--- src/rtl/ps2_scancode_receiver.sv ---
// PS/2 keyboard receiver: conditions the raw lines, deframes 11-bit frames and
// emits each validated scan-code byte with single-cycle ready/error strobes.
module ps2_scancode_receiver #(
    parameter int unsigned FILTER_LEN     = 8,
    parameter int unsigned TIMEOUT_CYCLES = 100000
) (
    input  logic       clk,
    input  logic       rst,
    input  logic       ps2_clk,
    input  logic       ps2_data,
    output logic [7:0] keyData,
    output logic       keyReady,
    output logic       parityErr,
    output logic       frameErr
);

    localparam int unsigned TW = $clog2(TIMEOUT_CYCLES + 1);
    localparam logic [TW-1:0] TO_LAST = TW'(TIMEOUT_CYCLES - 1);

    typedef enum logic [1:0] {IDLE, DATA, PARITY, STOP} state_t;

    logic [1:0]            clk_sync;
    logic [1:0]            data_sync;
    logic [FILTER_LEN-1:0] filt_sr;
    logic                  filt_q;
    logic                  filt_prev;
    logic                  fall;
    logic                  sdata;

    state_t        state, state_n;
    logic [2:0]    bit_cnt, bit_cnt_n;
    logic [7:0]    shift, shift_n;
    logic          par_q, par_n;
    logic [TW-1:0] to_cnt, to_cnt_n;
    logic [7:0]    key_data_n;
    logic          key_ready_n, parity_err_n, frame_err_n;

    // Synchronize both lines and debounce the clock line
    always_ff @(posedge clk or negedge rst) begin
        if (!rst) begin
            clk_sync  <= 2'b11;
            data_sync <= 2'b11;
            filt_sr   <= '1;
            filt_q    <= 1'b1;
            filt_prev <= 1'b1;
        end else begin
            clk_sync  <= {clk_sync[0], ps2_clk};
            data_sync <= {data_sync[0], ps2_data};
            filt_sr   <= {filt_sr[FILTER_LEN-2:0], clk_sync[1]};
            if (filt_sr == '0)
                filt_q <= 1'b0;
            else if (filt_sr == '1)
                filt_q <= 1'b1;
            filt_prev <= filt_q;
        end
    end

    assign fall  = filt_prev & ~filt_q;
    assign sdata = data_sync[1];

    always_ff @(posedge clk or negedge rst) begin
        if (!rst) begin
            state     <= IDLE;
            bit_cnt   <= '0;
            shift     <= '0;
            par_q     <= 1'b0;
            to_cnt    <= '0;
            keyData   <= 8'h00;
            keyReady  <= 1'b0;
            parityErr <= 1'b0;
            frameErr  <= 1'b0;
        end else begin
            state     <= state_n;
            bit_cnt   <= bit_cnt_n;
            shift     <= shift_n;
            par_q     <= par_n;
            to_cnt    <= to_cnt_n;
            keyData   <= key_data_n;
            keyReady  <= key_ready_n;
            parityErr <= parity_err_n;
            frameErr  <= frame_err_n;
        end
    end

    always_comb begin
        state_n      = state;
        bit_cnt_n    = bit_cnt;
        shift_n      = shift;
        par_n        = par_q;
        to_cnt_n     = to_cnt;
        key_data_n   = keyData;
        key_ready_n  = 1'b0;
        parity_err_n = 1'b0;
        frame_err_n  = 1'b0;

        case (state)
            IDLE: begin
                to_cnt_n = '0;
                if (fall && !sdata) begin
                    state_n   = DATA;
                    bit_cnt_n = '0;
                end
            end
            DATA: begin
                if (fall) begin
                    shift_n[bit_cnt] = sdata;
                    bit_cnt_n        = 3'(bit_cnt + 3'd1);
                    if (bit_cnt == 3'd7)
                        state_n = PARITY;
                end
            end
            PARITY: begin
                if (fall) begin
                    par_n   = sdata;
                    state_n = STOP;
                end
            end
            STOP: begin
                // Stop-bit failure outranks a parity failure
                if (fall) begin
                    state_n = IDLE;
                    if (!sdata)
                        frame_err_n = 1'b1;
                    else if (^{shift, par_q}) begin
                        key_data_n  = shift;
                        key_ready_n = 1'b1;
                    end else
                        parity_err_n = 1'b1;
                end
            end
            default: state_n = IDLE;
        endcase

        // Mid-frame watchdog; a fall on the terminal count wins
        if (state != IDLE) begin
            if (fall)
                to_cnt_n = '0;
            else if (to_cnt == TO_LAST) begin
                state_n     = IDLE;
                shift_n     = '0;
                to_cnt_n    = '0;
                frame_err_n = 1'b1;
            end else
                to_cnt_n = TW'(to_cnt + TW'(1));
        end
    end

endmodule

--- config.mk ---
export PLATFORM = sky130hd
export DESIGN_NAME = ps2_scancode_receiver
export DESIGN_NICKNAME = d
export VERILOG_FILES = /design/src/rtl/ps2_scancode_receiver.sv
export SDC_FILE = /design/constraint.sdc
export NUM_CORES = 1
export LEC_CHECK = 0
export ABC_AREA = 1
export BUFFER_PORTS_ARGS = -buffer_cell sky130_fd_sc_hd__buf_2
export CORE_UTILIZATION = 30
export CTS_BUF_LIST = sky130_fd_sc_hd__clkbuf_4
export DETAILED_ROUTE_END_ITERATION = 8
export PLACE_DENSITY = 0.53
export REMOVE_ABC_BUFFERS = 1
export SLEW_MARGIN = 40
export SYNTH_ARGS = -nofsm -noshare
export SYNTH_HDL_FRONTEND = slang
export SYNTH_SLANG_ARGS = --single-unit
--- constraint.sdc ---
create_clock -name clk -period 2.3 [get_ports clk]
set_clock_uncertainty 0.15 [all_clocks]
set_input_delay 0.115 -clock clk [delete_from_list [all_inputs] [get_ports clk]]
set_output_delay 0.115 -clock clk [all_outputs]
set_load 0.01 [all_outputs]
==> flow_summary.json, run 1 <==
{
  "grt_first_pass_wirelength_mm": 9.149,
  "clk_path_buf_depth": 2,
  "setup_tns_ps": 0,
  "cts_root_buf": "clkbuf_4",
  "io-pin-count": 15,
  "avgSynthCellArea_um2": 8.878,
  "antenna_left": 0,
  "ir_worst_vdd_uv": 354.8,
  "cp-startpoint": "to_cnt[0]",
  "fin_crit_sh_pct": 84.26,
  "slew-limit-headroom_pct": 69.10,
  "end_kind": "register",
  "via_count": 2020,
  "clk_latency_ps": 380,
  "arrival_ps": 2070,
  "slew_viol_final": 0,
  "syn_inst": 303,
  "first_pass_iters": 4,
  "synth_edf_count": 0,
  "p_per_area_nw_per_um2": 746.1,
  "r2r-start": "to_cnt[0]",
  "die_w_um": 96.70,
  "htree_levels": 2,
  "synth_compound_area_share_pct": 7.256,
  "antenna_found_initial": 0,
  "path_class": "register to register",
  "layout.nets": 336,
  "die_y_um": 96.70,
  "synth_seq_cells": 56,
  "rows": 34,
  "synth_flop_cell": "dfrtp_1",
  "cts_tree": "done",
  "finish.utilization_pct": 34.76,
  "r2r.worst_path.cells": 8,
  "drc_errors": 0,
  "gp_congestion": 0.7288,
  "dp_cells": 427,
  "core_um2": 8721,
  "synth_xor_area_share_pct": 1.628,
  "worst_pin_slew_ps": 463.5,
  "maxCapViolCount": 0,
  "synth_top_family_by_area": "simple AND/OR/NAND/NOR gates",
  "drive_gt1_share_pct": 18.79,
  "status": "finished clean",
  "ys_seq_area_share_pct": 52.74,
  "pre_cts_ws_ps": 382.4,
  "diodes": 0,
  "cts_buffers": 5,
  "dpl.hpwl_mm": 3.766,
  "die_area_um2": 9350,
  "synth_area_um2": 2690,
  "rrSetupSlack_ps": 360,
  "initial_core_util_pct": 30.85,
  "required_ps": 2430,
  "grt_start_max_net_pins": 24,
  "r2r_end": "to_cnt[9]",
  "setup_viol": 0,
  "synthMuxAreaShare_pct": 0,
  "seq_area_um2": 1419,
  "synthSimpleGateAreaFrac_pct": 30.28,
  "async_flop_share_pct": 100.0,
  "port_buffers": 14,
  "synth-adder-area-share_pct": 1.395,
  "leakage_nw": 1.446,
  "grt_overflow": 0,
  "area_growth_pct": 12.70,
  "multi_input_area_um2": 1091,
  "ys_warn_count": 0,
  "cts_sinks": 56,
  "synth_cell_type_count": 34,
  "hold_class": "input port to asynchronous set/reset pin",
  "routed_wl_mm": 5.015,
  "wl_per_cell_um": 11.45,
  "rsz0062_at_grt": "no",
  "start_kind": "register",
  "drt_iter0_markers": 63,
  "fmax_ghz": 0.5160,
  "fillers": 879,
  "fin_cells": 438,
  "cts.clk_slew.worst_paths_ps": 170,
  "fin_ws_ps": 362.1,
  "track_usage_pct": 11.86,
  "grt_pass1_vias": 2111,
  "worst-path-max-fanout": 13,
  "hold_violations": 0,
  "cts_resized": 0,
  "viasPerCell": 4.612,
  "fin_crit_ps": 1938
}
[cells in the mapped netlist (3+ instances only)]
library cell / number / area, um2
a21oi_1: 12 / 60.06
dfrtp_1: 42 / 1051
dfstp_2: 14 / 367.9
ha_1: 3 / 37.54
inv_1: 44 / 165.2
nand2_1: 68 / 255.2
nand2_2: 5 / 31.28
nand3_1: 23 / 115.1
nand4_1: 5 / 31.28
nor2_1: 30 / 112.6
nor2_4: 4 / 45.04
nor3_1: 8 / 40.04
o21ai_0: 16 / 80.08
xnor2_1: 3 / 26.28
[layout by cell type, fill, tap and decap left out, types with 2 or more instances in the layout]
cell           instances
dlygate4sd3_1          3
inv_1                 44
nor3b_2                2
o21ai_0               16
nor4_1                 2
a211oi_1               2
ha_1                   3
nand3_1               23
nor2_4                 4
xnor2_1                3
clkbuf_4               5
dfrtp_1               42
buf_4                  2
nand2_2                5
a21oi_1               12
nand2_1               68
buf_2                 14
dfstp_2               14
nand4_1                5
nor2_1                30
nor2_2                 2
nor3_1                 8
xor2_1                 2
nand3_4                2
[worst max-delay path, cell delays in order (launching register included)]
cell	delay [ps]
dfrtp_1	430
ha_1	270
nand4_4	190
inv_1	190
nand3_1	110
nand2_2	260
inv_2	100
o21ai_0	90
nor2_1	50
[power by group]
group	internal [mW]	total (mW)	switching, mW
sequential	1.08	1.18	0.0935
clock	0.234	0.556	0.321
combinational	0.175	0.530	0.355
[sequential cells by signal, indices dropped and copies added, names as in the netlist, 2 cells and up]
register	flops
to_cnt	17
clk_sync	2
filt_sr	8
shift	8
keyData	8
state	2
data_sync	2
bit_cnt	3
[metal layers]
layer | up-vias | track usage, % | wire length (um)
li1 | 1031 | - | -
met1 | 950 | 14.85 | 2439
met2 | 35 | 19.77 | 2379
met3 | 4 | 3.107 | 146
met4 | 0 | 4.133 | 50
met5 | - | 0 | 0
[how the worst max path moves through the flow]
stage                  to  slack, ps  cells after the start
6_report        to_cnt[9]        360                      8
5_1_grt        to_cnt[16]        190                      8
3_3_place_gp   to_cnt[14]        450                      8
4_1_cts         to_cnt[9]        360                      8
3_5_place_dp   to_cnt[14]        380                      8
2_1_floorplan  to_cnt[14]        600                      8
[stage by stage]
stage | hold WS, ps | instance area, um2 | power [mW]
after CTS | 41.74 | 3032 | 2.298
after floorplan | -330.6 | 2679 | 1.589
after global placement | -62.34 | 2919 | 1.710
after detailed placement | -58.42 | 2919 | 1.726
after global routing | 40.07 | 3032 | 2.448
final | 50.71 | 3032 | 2.262
[timing repair]
action                                  in CTS  in global routing
endpoints found under the setup margin       0                  0
buffers inserted                             0                  0
endpoints found under the hold margin       52                  0
hold buffers                                 3                  0
[cell families (layout without fill, tap and decap cells)]
family / after synthesis / after routing
compound gates: 35 / 35
xor+xnor: 5 / 5
fa+ha+maj: 3 / 3
buf+inv: 46 / 73
flops: 56 / 56
simple gates: 158 / 158
[final cells by class]
cell class / instances / share of cell area (%)
clock buffers: 5 / 1.238
clock inverters: 3 / 1.486
inverters: 45 / 5.572
multi-input cells: 201 / 35.99
flip-flops and latches: 56 / 46.80
well taps: 108 / 4.457
repair buffers: 20 / 4.457
No activity file was read; power rests on OpenSTA's default activity.
==> run 2: changes to the inputs <==
- PLACE_DENSITY: 0.53 -> 0.55
- clock period: 2.3 -> 1.78 ns (I/O delays scaled with it)
==> run 2 against run 1 <==
Against the previous run: utilization grew 1.3 points; sequential power grew 28%; flip-flop and latch count is the same; global-route usage shrank 0.28 points; via count grew 1.4%; critical path type unchanged; worst setup slack lost 230 ps; die area is the same; non-clock buffer count grew 10; power grew 31%; fmax grew 17%; first-iteration DRC count shrank 7.9%; combinational power grew 62%.
==> flow_summary.json, run 2 (synthesis results as in run 1) <==
{
  "cts_tree": "done",
  "path_class": "register to register",
  "p_total_mw": 2.957,
  "clk_path_buf_depth": 2,
  "initial_core_util_pct": 30.85,
  "slew_viol_final": 0,
  "internal-power_mw": 1.879,
  "pwr-share-seq_pct": 51.0,
  "largest_reg_flops": 17,
  "area_growth_pct": 16.79,
  "r2r-start": "to_cnt[1]",
  "placed_cell_area_um2": 2957,
  "slew-limit-headroom_pct": 69.75,
  "top_register": "to_cnt",
  "comb_power_share_pct": 29.1,
  "grt_pass1_vias": 2093,
  "drc_errors": 0,
  "grt_start_max_net_pins": 57,
  "fin_crit_ps": 1651,
  "htree_levels": 2,
  "dpl.hpwl_mm": 3.542,
  "grt_overflow": 0,
  "final_cell_mix": "nand2_1 (63), inv_1 (42), dfrtp_1 (41), nor2_1 (29), nand3_1 (22)",
  "drive_gt1_share_pct": 25.22,
  "antenna_left": 0,
  "rrSetupSlack_ps": 130,
  "diodes": 0,
  "worst_pin_slew_ps": 450.5,
  "r2r_end": "shift[3]",
  "required_ps": 1920,
  "fillers": 889,
  "rows": 34,
  "wl_per_cell_um": 11.05,
  "hold_class": "input port to asynchronous set/reset pin",
  "fmax_ghz": 0.6057,
  "routed_wl_mm": 4.960,
  "worst-path-max-fanout": 6,
  "port_buffers": 14,
  "viasPerCell": 4.563,
  "die_area_um2": 9350,
  "gp_congestion": 0.7945,
  "maxCapViolCount": 0,
  "antenna_found_initial": 0,
  "design_area_um2": 3142,
  "start_kind": "register",
  "drt_iter0_markers": 58,
  "ir_worst_vdd_uv": 487.9,
  "die_y_um": 96.70,
  "r2r.worst_path.cells": 6,
  "arrival_ps": 1800,
  "clkPwrFrac_pct": 19.8,
  "status": "finished clean",
  "leakage_nw": 1.486,
  "cts_sinks": 56,
  "via_count": 2049,
  "p_per_area_nw_per_um2": 941.0,
  "cts_root_buf": "clkbuf_4",
  "hold_violations": 0,
  "layout.nets": 347,
  "fin_crit_sh_pct": 92.76,
  "first_pass_iters": 4,
  "core_um2": 8721,
  "end_kind": "register",
  "sw_frac_of_total_pct": 36.46,
  "grt_first_pass_wirelength_mm": 9.059,
  "final_common_cell": "nand2_1",
  "cts_buffers": 5,
  "setup_viol": 0,
  "clk_latency_ps": 380,
  "io-pin-count": 15,
  "p_sw_mw": 1.078,
  "cts.clk_slew.worst_paths_ps": 170,
  "die_w_um": 96.70,
  "track_usage_pct": 11.59
}
[run 2: cell types whose count changed in the layout (fill, tap and decap cells not counted), sizes merged]
cell | previous run | this run
buf | 17 | 27
bufinv | 1 | 0
clkinv | 0 | 2
inv | 47 | 46
nand3 | 26 | 27
[run 2: metrics by stage]
stage	hold WS [ps]	util (%)	setup WS [ps]	std cells	TNS [ps]
final	42.66	36.03	129.0	449	0
after global routing	72.44	36.03	-3.880	449	-3.880
after CTS	67.97	34.94	45.08	443	0
after detailed placement	-35.79	33.90	68.07	432	0
after global placement	-37.75	33.90	125.8	432	0
after floorplan	-356.6	-	75.21	302	0
[run 2: area by class of cell]
cell class / count / area (um2) / area share (%)
clock buffer: 5 / 37.54 / 1.195
clock inverter: 3 / 22.52 / 0.7168
inverter: 45 / 168.9 / 5.376
multi-input combinational: 202 / 1147 / 36.52
sequential: 56 / 1420 / 45.20
tap: 108 / 135.1 / 4.301
timing repair buffer: 30 / 210.2 / 6.691
[run 2: how the worst max path moves through the flow]
stage / from / depth (start not counted) / end
floorplan: to_cnt[0] / 8 / to_cnt[14]
global placement: to_cnt[1] / 6 / shift[2]
detailed placement: to_cnt[1] / 7 / to_cnt[6]
CTS: to_cnt[1] / 6 / shift[3]
global route: to_cnt[8] / 4 / shift[6]
finish: to_cnt[1] / 6 / shift[3]
[run 2: critical path, cell delays in order (launching register included)]
cell and delay [ps]:
dfrtp_1 390, ha_2 230, nand4_4 170, inv_1 180
nand4_1 240, o21ai_0 150, a21oi_1 60
[run 2: timing repair]
item                                    in CTS  in global routing
endpoints found under the hold margin       58                  0
hold buffers                                 3                  0
setup buffers                                0                  5
resized for setup                            0                 15
endpoints found under the setup margin       0                 34
[run 2: power groups by stage]
stage,Combinational (mW),Sequential [mW],Clock (mW)
after global placement,0.737,1.53,0
after detailed placement,0.749,1.53,0
after CTS,0.755,1.51,0.624
final,0.861,1.51,0.587
after global routing,0.988,1.53,0.676
after floorplan,0.542,1.51,0
[run 2: per-layer routing]
metal / vias up / track usage (%) / share of wire (%)
met5: - / 0 / 0
met2: 22 / 20.48 / 49
met4: 0 / 3.330 / 1.1
met3: 6 / 2.240 / 2.3
li1: 1052 / - / -
met1: 969 / 14.29 / 47
